--- src/rtl/padded_frame_ctrl_pkg.sv ---
// Shared types and geometry helpers for the padded frame controller.
// Holds FSM states, channel codes and padded-size/address-width derivation.
package padded_frame_ctrl_pkg;

  typedef enum logic [1:0] {
    S_IDLE = 2'd0,
    S_LOAD = 2'd1,
    S_SCAN = 2'd2,
    S_DONE = 2'd3
  } state_e;

  typedef enum logic [1:0] {
    CH_R = 2'd0,
    CH_G = 2'd1,
    CH_B = 2'd2
  } chan_e;

  function automatic int pad_w(input int w);
    return w + 2;
  endfunction

  function automatic int pad_h(input int h);
    return h + 2;
  endfunction

  function automatic int addr_w(input int w, input int h);
    return $clog2(pad_w(w) * pad_h(h));
  endfunction

endpackage

--- src/rtl/padded_frame_ctrl_if.sv ---
// Handshake/bus bundle between the controller and its load/scan neighbours.
// master: controller side (drives strobes/addresses); slave: environment side.
interface padded_frame_ctrl_if
  import padded_frame_ctrl_pkg::*;
#(
  parameter int WIDTH  = 400,
  parameter int HEIGHT = 300
);
  localparam int AW = addr_w(WIDTH, HEIGHT);

  logic          start;
  logic          in_valid;
  logic          in_ready;
  logic          wr_en;
  logic [1:0]    wr_chan;
  logic [AW-1:0] wr_addr;
  logic          out_ready;
  logic          rd_en;
  logic [AW-1:0] rd_addr;
  logic [3:0]    tap;
  logic          win_last;
  logic          busy;
  logic          done;

  modport master (
    input  start, in_valid, out_ready,
    output in_ready, wr_en, wr_chan, wr_addr,
    output rd_en, rd_addr, tap, win_last,
    output busy, done
  );

  modport slave (
    output start, in_valid, out_ready,
    input  in_ready, wr_en, wr_chan, wr_addr,
    input  rd_en, rd_addr, tap, win_last,
    input  busy, done
  );

endinterface

--- src/rtl/padded_frame_ctrl_window_addr_gen.sv ---
// 3x3 window read-address generator over the padded buffer.
// Ports: clk, reset, init_i (load first center), adv_i (read taken),
// rd_addr_o/tap_o (registered, stable while stalled), last_o (final tap).
module window_addr_gen
  import padded_frame_ctrl_pkg::*;
#(
  parameter int WIDTH  = 400,
  parameter int HEIGHT = 300,
  localparam int AW    = addr_w(WIDTH, HEIGHT)
) (
  input  logic          clk,
  input  logic          reset,
  input  logic          init_i,
  input  logic          adv_i,
  output logic [AW-1:0] rd_addr_o,
  output logic [3:0]    tap_o,
  output logic          last_o
);
  localparam int PW = pad_w(WIDTH);
  localparam logic [AW-1:0] FIRST = AW'(PW + 1);
  localparam logic [AW-1:0] ROW1  = AW'(PW);
  localparam logic [AW-1:0] ROW2  = AW'(2 * PW);
  localparam logic [AW-1:0] LASTC = AW'(WIDTH);
  localparam logic [AW-1:0] LASTR = AW'(HEIGHT);

  logic [AW-1:0] center_q, center_d;
  logic [AW-1:0] row_q, row_d;
  logic [AW-1:0] col_q, col_d;
  logic [1:0]    tr_q, tr_d;
  logic [1:0]    tc_q, tc_d;
  logic [3:0]    tap_q, tap_d;
  logic [AW-1:0] rd_addr_q, rd_addr_d;
  logic [AW-1:0] row_off;

  always_comb begin
    center_d = center_q;
    row_d    = row_q;
    col_d    = col_q;
    tr_d     = tr_q;
    tc_d     = tc_q;
    tap_d    = tap_q;
    if (init_i) begin
      center_d = FIRST;
      row_d    = AW'(1);
      col_d    = AW'(1);
      tr_d     = 2'd0;
      tc_d     = 2'd0;
      tap_d    = 4'd0;
    end else if (adv_i) begin
      if (tap_q == 4'd8) begin
        tap_d = 4'd0;
        tr_d  = 2'd0;
        tc_d  = 2'd0;
        // end of row: hop over right pad and next left pad
        if (col_q == LASTC) begin
          col_d    = AW'(1);
          row_d    = row_q + AW'(1);
          center_d = center_q + AW'(3);
        end else begin
          col_d    = col_q + AW'(1);
          center_d = center_q + AW'(1);
        end
      end else begin
        tap_d = tap_q + 4'd1;
        if (tc_q == 2'd2) begin
          tc_d = 2'd0;
          tr_d = tr_q + 2'd1;
        end else begin
          tc_d = tc_q + 2'd1;
        end
      end
    end
    row_off = '0;
    unique case (1'b1)
      (tr_d == 2'd1): row_off = ROW1;
      (tr_d == 2'd2): row_off = ROW2;
      default: ;
    endcase
    // top-left neighbour is center-(PW+1); center >= PW+1 so no wrap
    rd_addr_d = center_d - FIRST + row_off
              + {{(AW-2){1'b0}}, tc_d};
  end

  always_ff @(posedge clk or posedge reset) begin
    if (reset) begin
      center_q  <= '0;
      row_q     <= '0;
      col_q     <= '0;
      tr_q      <= '0;
      tc_q      <= '0;
      tap_q     <= '0;
      rd_addr_q <= '0;
    end else begin
      center_q  <= center_d;
      row_q     <= row_d;
      col_q     <= col_d;
      tr_q      <= tr_d;
      tc_q      <= tc_d;
      tap_q     <= tap_d;
      rd_addr_q <= rd_addr_d;
    end
  end

  assign rd_addr_o = rd_addr_q;
  assign tap_o     = tap_q;
  assign last_o    = (tap_q == 4'd8) && (row_q == LASTR)
                  && (col_q == LASTC);

endmodule

--- src/rtl/padded_frame_ctrl.sv ---
// Loads RGB nibbles into a zero-padded frame buffer, then scans 3x3 windows.
// Ports: clk, reset (async, active-high), bus (padded_frame_ctrl_if.master).
module padded_frame_ctrl
  import padded_frame_ctrl_pkg::*;
#(
  parameter int WIDTH  = 400,
  parameter int HEIGHT = 300
) (
  input logic clk,
  input logic reset,
  padded_frame_ctrl_if.master bus
);
  localparam int PW = pad_w(WIDTH);
  localparam int AW = addr_w(WIDTH, HEIGHT);
  localparam logic [AW-1:0] FIRST   = AW'(PW + 1);
  localparam logic [AW-1:0] NPIX_M1 = AW'(WIDTH * HEIGHT - 1);
  localparam logic [AW-1:0] COL_M1  = AW'(WIDTH - 1);

  state_e        state_q, state_d;
  logic [AW-1:0] wr_addr_q, wr_addr_d;
  logic [AW-1:0] pix_q, pix_d;
  logic [AW-1:0] col_q, col_d;
  chan_e         chan_q, chan_d;

  logic          in_ready;
  logic          busy;
  logic          done;
  logic          wr_en;
  logic          rd_en;
  logic          init;
  logic          pix_last;
  logic          scan_last;
  logic          win_end;
  logic [AW-1:0] rd_addr;
  logic [3:0]    tap;

  assign wr_en    = bus.in_valid & in_ready;
  assign rd_en    = (state_q == S_SCAN) & bus.out_ready;
  assign init     = (state_q == S_IDLE) & bus.start;
  assign pix_last = wr_en & (chan_q == CH_B)
                  & (pix_q == NPIX_M1);

  always_comb begin
    state_d  = state_q;
    in_ready = 1'b0;
    busy     = 1'b0;
    done     = 1'b0;
    unique case (state_q)
      S_IDLE: begin
        if (bus.start) state_d = S_LOAD;
      end
      S_LOAD: begin
        in_ready = 1'b1;
        busy     = 1'b1;
        if (pix_last) state_d = S_SCAN;
      end
      S_SCAN: begin
        busy = 1'b1;
        if (scan_last) state_d = S_DONE;
      end
      S_DONE: begin
        done    = 1'b1;
        state_d = S_IDLE;
      end
      default: state_d = S_IDLE;
    endcase
  end

  always_comb begin
    wr_addr_d = wr_addr_q;
    pix_d     = pix_q;
    col_d     = col_q;
    chan_d    = chan_q;
    if (init) begin
      wr_addr_d = FIRST;
      pix_d     = '0;
      col_d     = '0;
      chan_d    = CH_R;
    end else if (wr_en) begin
      if (chan_q == CH_B) begin
        chan_d = CH_R;
        pix_d  = pix_q + AW'(1);
        // last column: skip right pad and next row's left pad
        if (col_q == COL_M1) begin
          col_d     = '0;
          wr_addr_d = wr_addr_q + AW'(3);
        end else begin
          col_d     = col_q + AW'(1);
          wr_addr_d = wr_addr_q + AW'(1);
        end
      end else begin
        chan_d = chan_e'(chan_q + 2'd1);
      end
    end
  end

  always_ff @(posedge clk or posedge reset) begin
    if (reset) begin
      state_q   <= S_IDLE;
      wr_addr_q <= '0;
      pix_q     <= '0;
      col_q     <= '0;
      chan_q    <= CH_R;
    end else begin
      state_q   <= state_d;
      wr_addr_q <= wr_addr_d;
      pix_q     <= pix_d;
      col_q     <= col_d;
      chan_q    <= chan_d;
    end
  end

  window_addr_gen #(
    .WIDTH  (WIDTH),
    .HEIGHT (HEIGHT)
  ) u_win (
    .clk       (clk),
    .reset     (reset),
    .init_i    (init),
    .adv_i     (rd_en),
    .rd_addr_o (rd_addr),
    .tap_o     (tap),
    .last_o    (win_end)
  );

  assign scan_last = rd_en & win_end;

  assign bus.in_ready = in_ready;
  assign bus.wr_en    = wr_en;
  assign bus.wr_chan  = chan_q;
  assign bus.wr_addr  = wr_addr_q;
  assign bus.rd_en    = rd_en;
  assign bus.rd_addr  = rd_addr;
  assign bus.tap      = tap;
  assign bus.win_last = rd_en & (tap == 4'd8);
  assign bus.busy     = busy;
  assign bus.done     = done;

endmodule

--- src/flat_wrapper.sv ---
// flat-port wrapper written by rule: the top's interface ports become plain ports
module padded_frame_ctrl_flat import padded_frame_ctrl_pkg::*;
#(
  parameter int WIDTH  = 400,
  parameter int HEIGHT = 300
)
  (clk, reset, bus_start, bus_in_valid, bus_out_ready, bus_in_ready, bus_wr_en, bus_wr_chan, bus_wr_addr, bus_rd_en, bus_rd_addr, bus_tap, bus_win_last, bus_busy, bus_done);
  padded_frame_ctrl_if #(.WIDTH(WIDTH), .HEIGHT(HEIGHT)) bus_i ();
  input logic clk;
  input logic reset;
  input wire logic [$bits(bus_i.start)-1:0] bus_start;
  input wire logic [$bits(bus_i.in_valid)-1:0] bus_in_valid;
  input wire logic [$bits(bus_i.out_ready)-1:0] bus_out_ready;
  output wire logic [$bits(bus_i.in_ready)-1:0] bus_in_ready;
  output wire logic [$bits(bus_i.wr_en)-1:0] bus_wr_en;
  output wire logic [$bits(bus_i.wr_chan)-1:0] bus_wr_chan;
  output wire logic [$bits(bus_i.wr_addr)-1:0] bus_wr_addr;
  output wire logic [$bits(bus_i.rd_en)-1:0] bus_rd_en;
  output wire logic [$bits(bus_i.rd_addr)-1:0] bus_rd_addr;
  output wire logic [$bits(bus_i.tap)-1:0] bus_tap;
  output wire logic [$bits(bus_i.win_last)-1:0] bus_win_last;
  output wire logic [$bits(bus_i.busy)-1:0] bus_busy;
  output wire logic [$bits(bus_i.done)-1:0] bus_done;
  assign bus_i.start = bus_start;
  assign bus_i.in_valid = bus_in_valid;
  assign bus_i.out_ready = bus_out_ready;
  assign bus_in_ready = bus_i.in_ready;
  assign bus_wr_en = bus_i.wr_en;
  assign bus_wr_chan = bus_i.wr_chan;
  assign bus_wr_addr = bus_i.wr_addr;
  assign bus_rd_en = bus_i.rd_en;
  assign bus_rd_addr = bus_i.rd_addr;
  assign bus_tap = bus_i.tap;
  assign bus_win_last = bus_i.win_last;
  assign bus_busy = bus_i.busy;
  assign bus_done = bus_i.done;
  padded_frame_ctrl #(.WIDTH(WIDTH), .HEIGHT(HEIGHT)) u_core (.clk(clk), .reset(reset), .bus(bus_i));
endmodule
--- config.mk ---
export PLATFORM = sky130hd
export DESIGN_NAME = padded_frame_ctrl_flat
export DESIGN_NICKNAME = d
export VERILOG_FILES = /design/src/rtl/padded_frame_ctrl_pkg.sv /design/src/rtl/padded_frame_ctrl_if.sv /design/src/rtl/padded_frame_ctrl_window_addr_gen.sv /design/src/rtl/padded_frame_ctrl.sv /design/src/flat_wrapper.sv
export SDC_FILE = /design/constraint.sdc
export NUM_CORES = 1
export LEC_CHECK = 0
export ABC_AREA = 1
export CORE_MARGIN = 5
export CORE_UTILIZATION = 60
export DETAILED_ROUTE_END_ITERATION = 12
export GPL_TIMING_DRIVEN = 0
export PLACE_DENSITY = 0.93
export SLEW_MARGIN = 20
export SYNTH_ARGS = -nofsm -noshare
export SYNTH_HDL_FRONTEND = slang
export SYNTH_SLANG_ARGS = --single-unit
--- constraint.sdc ---
create_clock -name clk -period 5.95 [get_ports clk]
set_clock_uncertainty 0.1 [all_clocks]
set_input_delay 1.785 -clock clk [delete_from_list [all_inputs] [get_ports clk]]
set_output_delay 1.785 -clock clk [all_outputs]
set_load 0.01 [all_outputs]
# == Word level (Yosys, flattened, before mapping) ==
# Cells that the tools add are included.
# word_totals
ff_bits,131
output_inout_bits,46
word_cells,107
# op_classes
add_sub_neg,15
eq_ne,15
n_mux,45
bitwise_logic,7
reduce_logical,13
# op_table
operator,count
$mux 17,23
$add 17x1->17 const B,6
$eq 17x9->1 const B,3
$add 17x2->17 const B,2
$mux 2,14
$pmux 10 s2,1
$add 17x17->17,1
$add 17x2->17,1
$eq 17x17->1 const B,1
$sub 17x9->17 const B,1
$mux 4,3
$eq 2x2->1 const B,5
$reduce_bool 2->1,5
$pmux 2 s4,1
$and 1x1->1,7
$add 2x1->2 const B,3
$reduce_and 3->1,2
$add 4x1->4 const B,1
$eq 2x1->1 const B,2
$eq 4x4->1 const B,1
$ne 2x1->1 const B,2
$reduce_and 2->1,2
$mux 1,3
$logic_and 1x1->1,2
other kinds (3),3

# == Logic depth before layout (Yosys ltp) ==
# logic_depth
ltp_word,9
mapped_depth,27
mapped_depth_nobuf,27

# == By module ==
# A second synthesis with hierarchy kept.
# hier_totals
cells_unflattened,1143
area_unflattened_um2,8466.9
# modules_own_cells
module,instances,cells_each,area_per_inst_um2,seq_area_each_um2
window_addr_gen,1,665,5069.9,1901.8
padded_frame_ctrl,1,478,3397.0,1376.3

# == Worst setup path before layout ==
# Ideal clock, no wire load.
# synth_path
path_type,input port to flip-flop
from,input bus_out_ready
to,register u_core.u_win.rd_addr_q[13] (netlist: u_core.u_win.rd_addr_o[13])
setup_ps,117
t_arrival_ps,4768
slack_ps,966
cell_stages,19
path_buffers,1
cell_sequence,nand2_1 -> inv_2 -> nand2_4 -> nand2_4 -> buf_2 -> nor3_1 -> ha_1 -> inv_1 -> fa_1 -> inv_1 -> ha_1 -> inv_1 -> fa_1 -> nor3_1 -> nor2_1 -> o21ai_0 -> nand2_1 -> nand3_1 -> nand2_1
# synth_via
elab_chain_len,7
# synth_lines
element,line,source
from (decl),flat_wrapper.sv:13,input wire logic [$bits(bus_i.out_ready)-1:0] bus_out_ready;
$and 1x1->1 (*),padded_frame_ctrl.sv:38,assign rd_en = (state_q == S_SCAN) & bus.out_ready;
net bus_rd_en,flat_wrapper.sv:18,output wire logic [$bits(bus_i.rd_en)-1:0] bus_rd_en;
$mux 2 (*),padded_frame_ctrl_window_addr_gen.sv:49,end else if (adv_i) begin
$mux 2 (*),padded_frame_ctrl_window_addr_gen.sv:42,if (init_i) begin
net u_core.u_win.tr_d[0],padded_frame_ctrl_window_addr_gen.sv:29,"logic [1:0] tr_q, tr_d;"
$eq 2x2->1 / $eq 2x1->1 (equally long branches),"padded_frame_ctrl_window_addr_gen.sv:76, padded_frame_ctrl_window_addr_gen.sv:75",
$pmux 10 s2 (*),padded_frame_ctrl_window_addr_gen.sv:74,unique case (1'b1)
$add 17x17->17 (*),padded_frame_ctrl_window_addr_gen.sv:80,rd_addr_d = center_d - FIRST + row_off
$add 17x2->17 (*),padded_frame_ctrl_window_addr_gen.sv:81,"+ {{(AW-2){1'b0}}, tc_d};"
net u_core.u_win.rd_addr_d[13],padded_frame_ctrl_window_addr_gen.sv:32,"logic [AW-1:0] rd_addr_q, rd_addr_d;"
to (signal assigned),padded_frame_ctrl_window_addr_gen.sv:100,rd_addr_q <= rd_addr_d;
to (decl),padded_frame_ctrl_window_addr_gen.sv:32,
# Mark *: on every way through the listed nets, which the timed path passes. The rest lies on a longest branch.
# A chain may end at the register's enable or synchronous reset.

# == Worst setup path after layout ==
# layout_path
from,input bus_out_ready
to,register u_core.u_win.rd_addr_q[13] (netlist: u_core.u_win.rd_addr_o[13])
# layout_via
elab_chain_len,7
# layout_lines
element,line
$and 1x1->1 (*),padded_frame_ctrl.sv:38
$mux 2 (*),padded_frame_ctrl_window_addr_gen.sv:49
$mux 2 (*),padded_frame_ctrl_window_addr_gen.sv:42
net u_core.u_win.tr_d[0],padded_frame_ctrl_window_addr_gen.sv:29
$eq 2x2->1 / $eq 2x1->1 (equally long branches),"padded_frame_ctrl_window_addr_gen.sv:76, padded_frame_ctrl_window_addr_gen.sv:75"
$pmux 10 s2 (*),padded_frame_ctrl_window_addr_gen.sv:74
$add 17x17->17 (*),padded_frame_ctrl_window_addr_gen.sv:80
$add 17x2->17 (*),padded_frame_ctrl_window_addr_gen.sv:81
net u_core.u_win.rd_addr_d[13],padded_frame_ctrl_window_addr_gen.sv:32
# Marked as above.

==> flow_summary.yaml <==
job:
  maxCapViolations: 0
hold_path:
  hold_path_class: "reg -> reg"
timing:
  rsz0062_at_grt: "no"
  fmaxAchievable_ghz: 0.179
  finalHoldViolations: 0
  final-setup-viol-count: 0
  period_share_pct: 94.0
  whs_ns: 0.395
  slew_headroom_pct: 59.5
  worstMarginPinSlew_ns: 0.608
  drv_slew: 0
  setup_tns_ns: 0
  fin_crit_ns: 5.59
worst_setup_path:
  worstSetupEndpointType: "register"
  crit_buf_inv: 6
  start_kind: "input port"
  crit_type: "in -> reg"
  cp_data_arrival_time_ns: 5.81
  max_stage_delay_ns: 0.47
  cp_slowest_cell: "clkdlybuf4s50_1"
  crit_family: "adder cells"
  crit_fanout: 10
  worstPathCellList: "clkdlybuf4s50_1 -> nand2_1 -> inv_2 -> nand2_4 -> nand2_4 -> buf_2 -> nor3_2 -> ha_1 -> inv_1 -> fa_1 -> inv_1 -> ha_1 -> inv_1 -> fa_1 -> nor3_1 -> nor2_1 -> o21ai_0 -> nand2_1 -> nand3_1 -> nand2_1"
  required_ns: 6.17
synthesis:
  synth-xor-area-share_pct: 3.03
  synth_top_family_by_area: "simple AND/OR/NAND/NOR gates"
  netlist_area_mm2: 0.00809
  synth_cells: 1059
  synthMuxAreaShare_pct: 0
  synth_cell_types: 48
  synth_top_area_cell: "dfrtp_1"
  yosys-top-cells-area: "dfrtp_1 41%, nand2_1 9.7%, inv_1 8.2%"
  synth_edf_count: 0
  synth_compound_area_share_pct: 9.59
  yosysWarnings: 0
  synthSimpleGateAreaFrac_pct: 30.2
  ys_ff_latch: 131
  yosysSeqAreaShare_pct: 40.5
  synth.top_cell.area_share_pct: 40.5
  ys.flop_type: "dfrtp_1"
  synthAdderAreaFrac_pct: 7.02
  ys_async_sr_fraction_pct: 100
  syn-num-nets: 1107
  postSynthAreaPerCell_um2: 7.64
status:
  status: "finished, final reports clean"
power_and_ir_drop:
  power-per-cell-area_mw_per_mm2: 388
  switching_share_pct: 37.4
  switchingPower_uw: 1370
  sequentialPowerShare_pct: 31.3
  leakage_uw: 0.00456
  power_frac_comb_pct: 38.1
  power_frac_clock_pct: 30.6
  p_int_uw: 2310
  ir_drop_v: 0.000444
clock_tree:
  h-tree-depth: 4
  clk_pin_slew_ns: 0.06
  root_buffer: "clkbuf_16"
  clk_latency_ns: 0.43
  clock-sinks: 131
  cts_buffers: 17
  cts_tree: "yes"
  post_cts_buffers: 0
  cts_max_path_buffers: 2
die:
  die_area_mm2: 0.0159
  fp-row-count: 42
  die_height_um: 126
  start_util_pct: 61.1
  io_pins: 51
  core_mm2: 0.0132
  die_x_um: 126
detailed_routing:
  ant_nets: 0
  drc_errors: 0
  num_vias: 7695
  wl_per_cell_um: 16.4
  met3_length_um: 1580
  routed-wl-met2_um: 10700
  first_pass_iters: 5
  routed.top_layer: "met4"
  drtIter0Drc: 763
  drt-met1-wl_um: 8550
  vias_per_cell: 5.84
  wirelength_um: 21600
global_route:
  first_global_vias: 7822
  grt_pass1_wl_um: 36500
  grt_max_degree: 67
  grt-ovfl-total: 0
  track_usage_pct: 27.8
  antenna_found_initial: 0
place:
  io_buffers: 50
  place.gp.congestion: 0.925
  dpl.hpwl_um: 14100
cells_and_area:
  n_antenna_cell: 0
  drive_gt1_share_pct: 7.36
  fill_cells: 925
  fin_nets: 1177
  area_delta_synth_final_pct: 17.2
  post-route-util_pct: 71.6
[worst reg2reg max path, delay by kind of cell, from the launching register on]
family	cells	cell delay, ns
AND/OR/NAND/NOR	9	1.33
buffers and inverters	6	0.65
flip-flops	1	0.41
AO/OA/AOI/OAI	1	0.27
adder cells (fa/ha/maj)	5	1.63
[registers in the layout, indices dropped and copies added, names as in the netlist, 4 cells and up]
| register | count |
|---|---|
| u_core.u_win.row_q | 17 |
| u_core.u_win.rd_addr_o | 17 |
| u_core.col_q | 17 |
| u_core.u_win.tap_o | 4 |
| u_core.bus.wr_addr | 17 |
| u_core.pix_q | 17 |
| u_core.u_win.center_q | 17 |
| u_core.u_win.col_q | 17 |
[layout make-up]
class                           count  area [um^2]  share of cell area, %
Inverter                          182          691                   7.28
Sequential cell                   131         3280                   34.6
Clock inverter                     12          180                   1.90
Buffer                             17         98.8                   1.04
Clock buffer                       19          453                   4.78
Multi-Input combinational cell    729         4030                   42.5
Timing Repair Buffer               51          528                   5.57
Tap cell                          176          220                   2.32
[layout by cell type, fill, tap and decap left out, types with 39 or more instances in the layout]
master           synthesis  layout
nand2_1                210     210
ha_1                    39      39
nand3_1                 72      72
a21oi_1                 45      45
inv_1                  176     175
nor2_1                 103     103
nor3_1                  54      53
clkdlybuf4s50_1          0      50
dfrtp_1                131     131
o21ai_0                 54      54
[routing by layer]
metal,global-route usage [%],up-vias
met1,34.2,3618
met3,6.56,82
met2,46.9,406
met4,11.7,0
li1,-,3589
met5,0,-
[repair_timing]
item,in CTS,in global routing
gates resized for setup,0,1
hold buffers,0,0
endpoints found under the setup margin,0,1
[Yosys cell counts, types with 4 or more instances]
cell     number
nor2_2        4
fa_1          4
buf_2        10
o21ai_0      54
nor3_2        6
nand4_1      32
inv_2         6
nand2_2       4
a21o_1        6
nand3_1      72
a31oi_1       7
dfrtp_1     131
nor3_1       54
and3_1        8
a21oi_1      45
xor2_1       19
o21ai_1       5
xnor2_1       9
nor3b_1       6
o31ai_1       8
inv_1       176
nand2_1     210
nor2_1      103
nor2_4        4
ha_1         39
[logic make-up (layout without fill, tap and decap cells)]
group	count (synthesis)	in the layout
fa+ha+maj	43	43
xor+xnor	28	28
simple gates	520	520
compound gates	138	138
flops	131	131
buf+inv	199	281
[power by group through the flow]
stage               clock network, uW  registers [uW]  logic (uW)
finish                           1130            1150        1400
detailed placement                  0            1160        1340
CTS                              1130            1150        1380
global route                     1170            1170        1550
global placement                    0            1150        1310
floorplan                           0            1170         878
[path summary, 6_finish.rpt]
path,startpoint,end,slack [ns],cells past startpoint
worst max-delay path,bus_out_ready,u_core.u_win.rd_addr_o[13],0.36,20
max in group asynchronous,reset,u_core.u_win.center_q[16],3.35,3
worst min-delay path,u_core.pix_q[16],u_core.pix_q[16],0.40,1
worst max register to register,u_core.state_q[0],u_core.u_win.rd_addr_o[13],1.44,21
min in group asynchronous,reset,u_core.bus.wr_addr[15],1.69,2
worst min register to register,u_core.pix_q[16],u_core.pix_q[16],0.40,1
[per-stage QoR]
stage | area (um^2) | instances | setup slack, ns | total power, uW
2_1_floorplan | 8090 | 1059 | 0.567 | 2050
3_3_place_gp | 8810 | 1285 | -1.26 | 2460
3_5_place_dp | 8840 | 1286 | -0.0600 | 2500
4_1_cts | 9480 | 1317 | 0.337 | 3660
5_1_grt | 9480 | 1317 | 0.0615 | 3890
6_report | 9480 | 1317 | 0.358 | 3680
(Power assumes the default switching activity.)
